## src/rtl/pong_game_ctrl.sv

```systemverilog
// Game-flow FSMD for pong: new game, play, serve wait, game over, with N players and winner report.
// Optional pause state is built when GAME_PAUSE_EN is defined.
module pong_game_ctrl #(
  parameter int N_PLAYERS    = 2,
  parameter int BALLS        = 3,
  parameter int WIN_SCORE    = 0,
  parameter int SERVE_FRAMES = 120,
  parameter int OVER_FRAMES  = 120,
  parameter int SERVE_ALL    = 1
) (
  input  logic                   clk,
  input  logic                   reset,
  input  logic                   frame_tick,
  input  logic [2*N_PLAYERS-1:0] btn,
  input  logic [N_PLAYERS-1:0]   hit,
  input  logic                   miss,
  input  logic                   pause,
  output logic                   gra_still,
  output logic                   d_clr,
  output logic [N_PLAYERS-1:0]   d_inc,
  output logic [3:0]             balls_left,
  output logic [2:0]             state,
  output logic [N_PLAYERS-1:0]   winner
);

  typedef enum logic [2:0] {
    S_NEWGAME = 3'd0,
    S_PLAY    = 3'd1,
    S_NEWBALL = 3'd2,
    S_OVER    = 3'd3,
    S_PAUSE   = 3'd4
  } state_t;

  localparam logic [3:0] BALLS_T = 4'(BALLS);
  localparam logic [7:0] WIN_T   = 8'(WIN_SCORE);
  localparam logic [7:0] SERVE_T = 8'(SERVE_FRAMES);
  localparam logic [7:0] OVER_T  = 8'(OVER_FRAMES);

  state_t               st, st_next;
  logic [3:0]           balls_next;
  logic [N_PLAYERS-1:0] d_inc_next, winner_next;
  logic [7:0]           timer, timer_next;
  logic [7:0]           points [N_PLAYERS];
  logic [7:0]           points_next [N_PLAYERS];
  logic [7:0]           post [N_PLAYERS];
  logic [N_PLAYERS-1:0] win_hit, first_win, max_hot;
  logic [7:0]           max_pts;
  logic                 timer_up, serve_ok, all_ok, tie_free, pause_rise;

`ifdef GAME_PAUSE_EN
  logic pause_q;

  always_ff @(posedge clk or posedge reset) begin
    if (reset) pause_q <= 1'b0;
    else       pause_q <= pause;
  end

  assign pause_rise = pause & ~pause_q;
`else
  logic unused_pause;
  assign unused_pause = pause;
  assign pause_rise   = 1'b0;
`endif

  assign state     = st;
  assign gra_still = (st != S_PLAY);
  assign d_clr     = (st == S_NEWGAME);
  assign timer_up  = (st == S_OVER) ? (timer >= OVER_T) : (timer >= SERVE_T);

  // Score bookkeeping: post-hit points, early-win detection and unique-maximum winner
  always_comb begin
    all_ok  = 1'b1;
    max_pts = 8'd0;
    for (int p = 0; p < N_PLAYERS; p++) begin
      all_ok     = all_ok & (|btn[2*p +: 2]);
      post[p]    = (hit[p] && points[p] != 8'hFF) ? points[p] + 8'd1 : points[p];
      win_hit[p] = (WIN_SCORE != 0) && hit[p] && (post[p] == WIN_T);
      if (points[p] > max_pts) max_pts = points[p];
    end
    for (int p = 0; p < N_PLAYERS; p++) max_hot[p] = (points[p] == max_pts);
    serve_ok  = (SERVE_ALL != 0) ? all_ok : (|btn);
    tie_free  = ((max_hot & (max_hot - N_PLAYERS'(1))) == '0);
    first_win = win_hit & (~win_hit + N_PLAYERS'(1));
  end

  always_comb begin
    st_next     = st;
    balls_next  = balls_left;
    d_inc_next  = '0;
    winner_next = winner;
    points_next = points;
    timer_next  = timer;
    if (frame_tick && (st == S_NEWBALL || st == S_OVER) && timer != 8'hFF)
      timer_next = timer + 8'd1;
    case (st)
      S_NEWGAME: begin
        balls_next  = BALLS_T;
        winner_next = '0;
        for (int p = 0; p < N_PLAYERS; p++) points_next[p] = 8'd0;
        if (|btn) st_next = S_PLAY;
      end
      S_PLAY: begin
        if (pause_rise) begin
          st_next = S_PAUSE;
        end else if (|hit) begin
          // A hit in the same cycle as a miss wins; the miss is dropped
          d_inc_next  = hit;
          points_next = post;
          if (|win_hit) begin
            st_next     = S_OVER;
            winner_next = first_win;
          end
        end else if (miss) begin
          balls_next = balls_left - 4'd1;
          if (balls_left == 4'd1) begin
            st_next     = S_OVER;
            winner_next = tie_free ? max_hot : '0;
          end else begin
            st_next = S_NEWBALL;
          end
        end
      end
      S_NEWBALL: if (timer_up && serve_ok) st_next = S_PLAY;
      S_OVER: begin
        if (timer_up) begin
          st_next     = S_NEWGAME;
          winner_next = '0;
        end
      end
      S_PAUSE:   if (pause_rise) st_next = S_PLAY;
      default:   st_next = S_NEWGAME;
    endcase
    if (st_next != st && (st_next == S_NEWBALL || st_next == S_OVER))
      timer_next = 8'd0;
  end

  always_ff @(posedge clk or posedge reset) begin
    if (reset) st <= S_NEWGAME;
    else       st <= st_next;
  end

  always_ff @(posedge clk or posedge reset) begin
    if (reset) begin
      balls_left <= BALLS_T;
      d_inc      <= '0;
      winner     <= '0;
      timer      <= 8'd0;
      for (int p = 0; p < N_PLAYERS; p++) points[p] <= 8'd0;
    end else begin
      balls_left <= balls_next;
      d_inc      <= d_inc_next;
      winner     <= winner_next;
      timer      <= timer_next;
      points     <= points_next;
    end
  end

endmodule

```

## config.mk

```make
export PLATFORM = sky130hd
export DESIGN_NAME = pong_game_ctrl
export DESIGN_NICKNAME = d
export VERILOG_FILES = /design/src/rtl/pong_game_ctrl.sv
export SDC_FILE = /design/constraint.sdc
export NUM_CORES = 1
export LEC_CHECK = 0
export BUFFER_PORTS_ARGS = -buffer_cell sky130_fd_sc_hd__buf_2
export CAP_MARGIN = 20
export CORE_MARGIN = 4
export CORE_UTILIZATION = 58
export CTS_CLUSTER_DIAMETER = 30
export CTS_CLUSTER_SIZE = 28
export DETAILED_ROUTE_END_ITERATION = 6
export PLACE_DENSITY = 0.78
export SYNTH_ARGS = -nofsm -noshare
export SYNTH_HDL_FRONTEND = slang
export SYNTH_SLANG_ARGS = --single-unit
```

## constraint.sdc

```tcl
create_clock -name clk -period 3.25 [get_ports clk]
set_input_delay 0.4875 -clock clk [delete_from_list [all_inputs] [get_ports clk]]
set_output_delay 0.4875 -clock clk [all_outputs]
set_load 0.01 [all_outputs]
```

# == Word-level counts from Yosys, hierarchy flattened ==
# Cells that the tools add are included.
# classes
order_cmp,3
n_bitwise,2
addsub,5
eq_ne,21
n_mux,26
reduce_logical,21
# op_table
operator,count
2-to-1 mux 8 bit,6
one-hot mux 16 bit (2 select lines),1
"adder 8 x 1 -> 8 bit, second input constant",3
"inequality test 8 bit, second input constant",3
equality test 8 bit,2
2-to-1 mux 16 bit,1
2-to-1 mux 3 bit,5
one-hot mux 3 bit (5 select lines),1
2-to-1 mux 2 bit,7
"inequality test 2 bit, second input constant",7
"equality test 3 x 2 -> 1 bit, second input constant",4
AND reduction 3 bit,3
"greater-or-equal comparator 8 x 7 -> 1 bit, second input constant",1
"> comparator 8 x 1 -> 1 bit, second input constant",1
> comparator 8 bit,1
2-to-1 mux 4 bit,2
one-hot mux 4 bit (2 select lines),1
logical AND 1 bit,6
one-hot mux 2 bit (3 select lines),1
OR reduction 2 bit,3
AND reduction 5 bit,1
"equality test 4 x 1 -> 1 bit, second input constant",1
nonzero test 2 bit,2
OR reduction 4 bit,1
other kinds (13),14
# word_totals
regBits,35
output_inout_bits,13
input_bits,11
word_cells,85

# == Depth between registers and ports, before layout ==
# depth
word_depth,13
depth_mapped,11
depth_no_buf,11

# == Least setup slack after synthesis ==
# Ideal clock, no wire load.
# synth_path
kind,register -> register
startpoint,register points[8] (netlist name)
endpoint,register winner[1]
synth_period_minus_slack_ns,2.318
stages_incl_launch_ff,12
t_arrival_ns,2.231
setup_slack_ns,0.932
n_path_buf,0
setup_ns,0.087
t_required_ns,3.163
cell_sequence,dfrtp_1 > inv_1 > ha_1 > nor4b_2 > nand2_1 > nand2_1 > ha_1 > nor2b_1 > o211ai_1 > o2111a_1 > or4_1 > o211ai_1
# synth_between
elab_chain_cells,13
word_cells_on_any_way,14
classes_between,add/sub: 1; order compare: 2; eq/ne: 2; mux: 7; bitwise: 1; reduce/logical: 1
# synth_rtl
item,line_no,text
"start, declared",43,logic [7:0] points [N_PLAYERS];
"start signal, assigned",154,points <= points_next;
> comparator 8 x 1 -> 1 bit,78,if (points[p] > max_pts) max_pts = points[p];
2-to-1 mux 8 bit,78,
> comparator 8 bit,78,
2-to-1 mux 8 bit,78,
equality test 8 bit,80,for (int p = 0; p < N_PLAYERS; p++) max_hot[p] = (points[p] == max_pts);
subtractor 2 x 1 -> 2 bit,82,tie_free = ((max_hot & (max_hot - N_PLAYERS'(1))) == '0);
AND 2 bit,82,
zero test 2 bit,82,
2-to-1 mux 2 bit *,117,winner_next = tie_free ? max_hot : '0;
2-to-1 mux 2 bit *,115,if (balls_left == 4'd1) begin
2-to-1 mux 2 bit *,113,end else if (miss) begin
2-to-1 mux 2 bit *,105,end else if (|hit) begin
one-hot mux 2 bit (3 select lines) *,95,case (st)
"end signal, assigned",152,winner <= winner_next;
"end, declared",23,output logic [N_PLAYERS-1:0] winner
# Every way passes the cells marked *; elsewhere a longest branch is shown, timed or not. The select of a mux whose other input is x is not followed.
# A chain may end at the register's enable or synchronous reset.

# == Worst setup path after layout ==
# layout_path
startpoint,register points[8] (netlist name)
endpoint,register winner[0]
# The elaborated chain is that of the path after synthesis.

==> out/qor.yml <==
numCtsBuffers: 5
pin_count: 24
maxUsedRoutingLayer: "met4"
path_clk_slew_ns: 0.08
fin_nets: 302
drt-initial-drc-count: 134
setup_tns_ns: 0
postCtsSetupBuffers: 0
p_per_area_mw_per_mm2: 815
drc: 0
synth_largest_area_cell: "dfrtp_1"
cp_data_required_time_ns: 3.43
status: "finished clean"
antenna_found_initial: 0
syn2layout_area_growth_pct: 12.5
firstDrtPassIters: 4
grt_pass1_wl_mm: 8.20
max_freq_mhz: 392
r2r-end: "winner[0]"
synth.net_count: 276
via_per_inst: 5.79
avgSynthCellArea_um2: 8.93
clockBufferDepth: 2
dp_hpwl_mm: 3.39
grt_setup_unrepaired: "no"
p_sw_w: 0.000851
ir_drop_v: 0.000478
r2r_setup_slack_ns: 0.70
wl_met3_um: 181
seqPwrFrac_pct: 40.1
crit_path_end: "winner[0]"
ctsResizeCount: 0
leakagePower_nw: 1.14
final_common_cell: "dfrtp_1"
root_buffer: "clkbuf_8"
fin_util_pct: 68.1
ys_ff_latch: 35
start_kind: "flop"
synthFlopType: "dfrtp_1"
p_comb_share_pct: 40.8
stdcell_area_mm2: 0.00251
grt_pass1_vias: 1815
drt-met1-wl_mm: 2.29
initial_core_util_pct: 60.5
yosysTopAreaCellShare_pct: 37.0
worst_pin_slew_ns: 0.635
place_ws_ns: 0.690
core_area_mm2: 0.00369
critPathKind: "reg2reg"
rr_startpoint: "points[8]"
yosys_warnings: 0
finalCritPeriodShare_pct: 78.5
die_w_um: 70.1
internal-power_w: 0.00120
cts_tree: "built"
crit_arrival_ns: 2.73
synth_edf_count: 0
die_h_um: 70.1
critPathLaunch: "points[8]"
clk_latency_ns: 0.29
syn_inst: 250
worst-r2r-cell-count: 11
layout_common_cells: "dfrtp_1, nor2_1, buf_2"
slew_headroom_pct: 57.7
hold_viol: 0
dpl_cell_area_mm2: 0.00240
grt_max_degree: 36
grt_util_all_layers_pct: 20.7
synth.area.top_cells: "dfrtp_1, ha_1, xnor2_1"
vias: 1883
htreeDepth: 2
hold_buffers: 0
setup_ws_ns: 0.700
globalplace.congestion: 0.792
gr-total-overflow: 0
endpoint_kind: "flop"
synth_seq_area_share_pct: 39.3
drv_cap: 0
clkPwrFrac_pct: 19.1
rows: 22
skew_ns: 0.0142
die-area_mm2: 0.00491
antennaDiodeCount: 0
drv_slew: 0
layout-drive-gt1-share_pct: 15.9
ys_async_sr_fraction_pct: 100
ant_nets: 0
swShare_pct: 41.6
cts_sinks: 35
worstPathMaxFanout: 7
portBuffers: 22
yosysUniqueCellTypes: 52
route.met2.wl_mm: 2.19
avgRoutedWirePerCell_um: 14.5
period_needed_ns: 2.55
routed_wl_mm: 4.73
mappedNetlistArea_mm2: 0.00223
setup_violations: 0
hold_path_class: "in2async"
## layout make-up
class | instances | area, um2
inverters | 19 | 71.3
multi-input cells | 190 | 1260
clock inverters | 3 | 43.8
flip-flops and latches | 35 | 878
well taps | 48 | 60.1
clock buffers | 5 | 68.8
repair buffers | 25 | 133
fillers | 298 | 1170
## cells in the mapped netlist (2+ instances only)
master and n:
nand4_1 7, clkbuf_1 4, or4_1 2, o22ai_1 2, o21ai_0 12, buf_2 2, ha_1 15, nor3_1 8
inv_1 19, xnor2_1 17, a211oi_1 3, and3_1 5, a31oi_1 5, nor4_1 3, nand2_1 20, a21oi_1 10
dfstp_2 2, nand3_1 11, o211ai_1 4, nor2_1 32, xor2_1 4, dfrtp_1 33
## critical path, cell delays in order (launching register included)
cell and delay (ns):
dfrtp_1 0.45, inv_1 0.15, ha_1 0.16, nor4b_2 0.27, nand2_1 0.14, nand2_1 0.10, ha_1 0.23, nor2b_1 0.13
o211ai_1 0.16, o2111a_1 0.25, nor2_1 0.06, o41ai_1 0.35
## registers in the layout, indices dropped and copies added, names as in the netlist
name	cells
d_inc	2
state	3
points	16
winner	2
balls_left	4
timer	8
## power by group through the flow
stage / registers (W) / logic (W) / clock network [W]
floorplan: 0.000758 / 0.000672 / 0
global placement: 0.000819 / 0.000814 / 0
detailed placement: 0.000823 / 0.000835 / 0
CTS: 0.000816 / 0.000842 / 0.000398
global route: 0.000851 / 0.000967 / 0.000420
finish: 0.000822 / 0.000835 / 0.000392
## logic make-up (layout without fill, tap and decap cells)
group,count (synthesis),after routing,share of synthesized area [%]
AO/OA/AOI/OAI,50,50,15.5
AND/OR/NAND/NOR,102,102,23.3
adder cells (fa/ha/maj),15,15,8.40
buffers and inverters,25,52,4.31
multiplexers,2,2,0.952
XOR/XNOR,21,21,8.24
flip-flops,35,35,39.3
## metal layers
| layer | global-route usage (%) | vias to the layer above |
|---|---|---|
| met5 | 0 | - |
| met2 | 32.3 | 25 |
| met4 | 5.32 | 0 |
| met1 | 28.8 | 909 |
| li1 | - | 942 |
| met3 | 4.75 | 7 |
## how the worst min path moves through the flow
stage | start | end | slack [ns] | depth (start not counted)
floorplan | points[7] | points[7] | 0.50 | 1
global placement | winner[0] | winner[0] | 0.48 | 2
detailed placement | winner[0] | winner[0] | 0.47 | 2
CTS | reset | timer[5] | 0.30 | 3
global route | reset | timer[3] | 0.33 | 3
finish | reset | timer[3] | 0.27 | 3
## metrics by stage
stage	hold slack (ns)	std cells	power, W
2_1_floorplan	0.502	250	0.00143
3_3_place_gp	0.477	317	0.00163
3_5_place_dp	0.474	317	0.00166
4_1_cts	0.300	325	0.00206
5_1_grt	0.329	325	0.00224
6_report	0.272	325	0.00205
(Power assumes the default switching activity.)
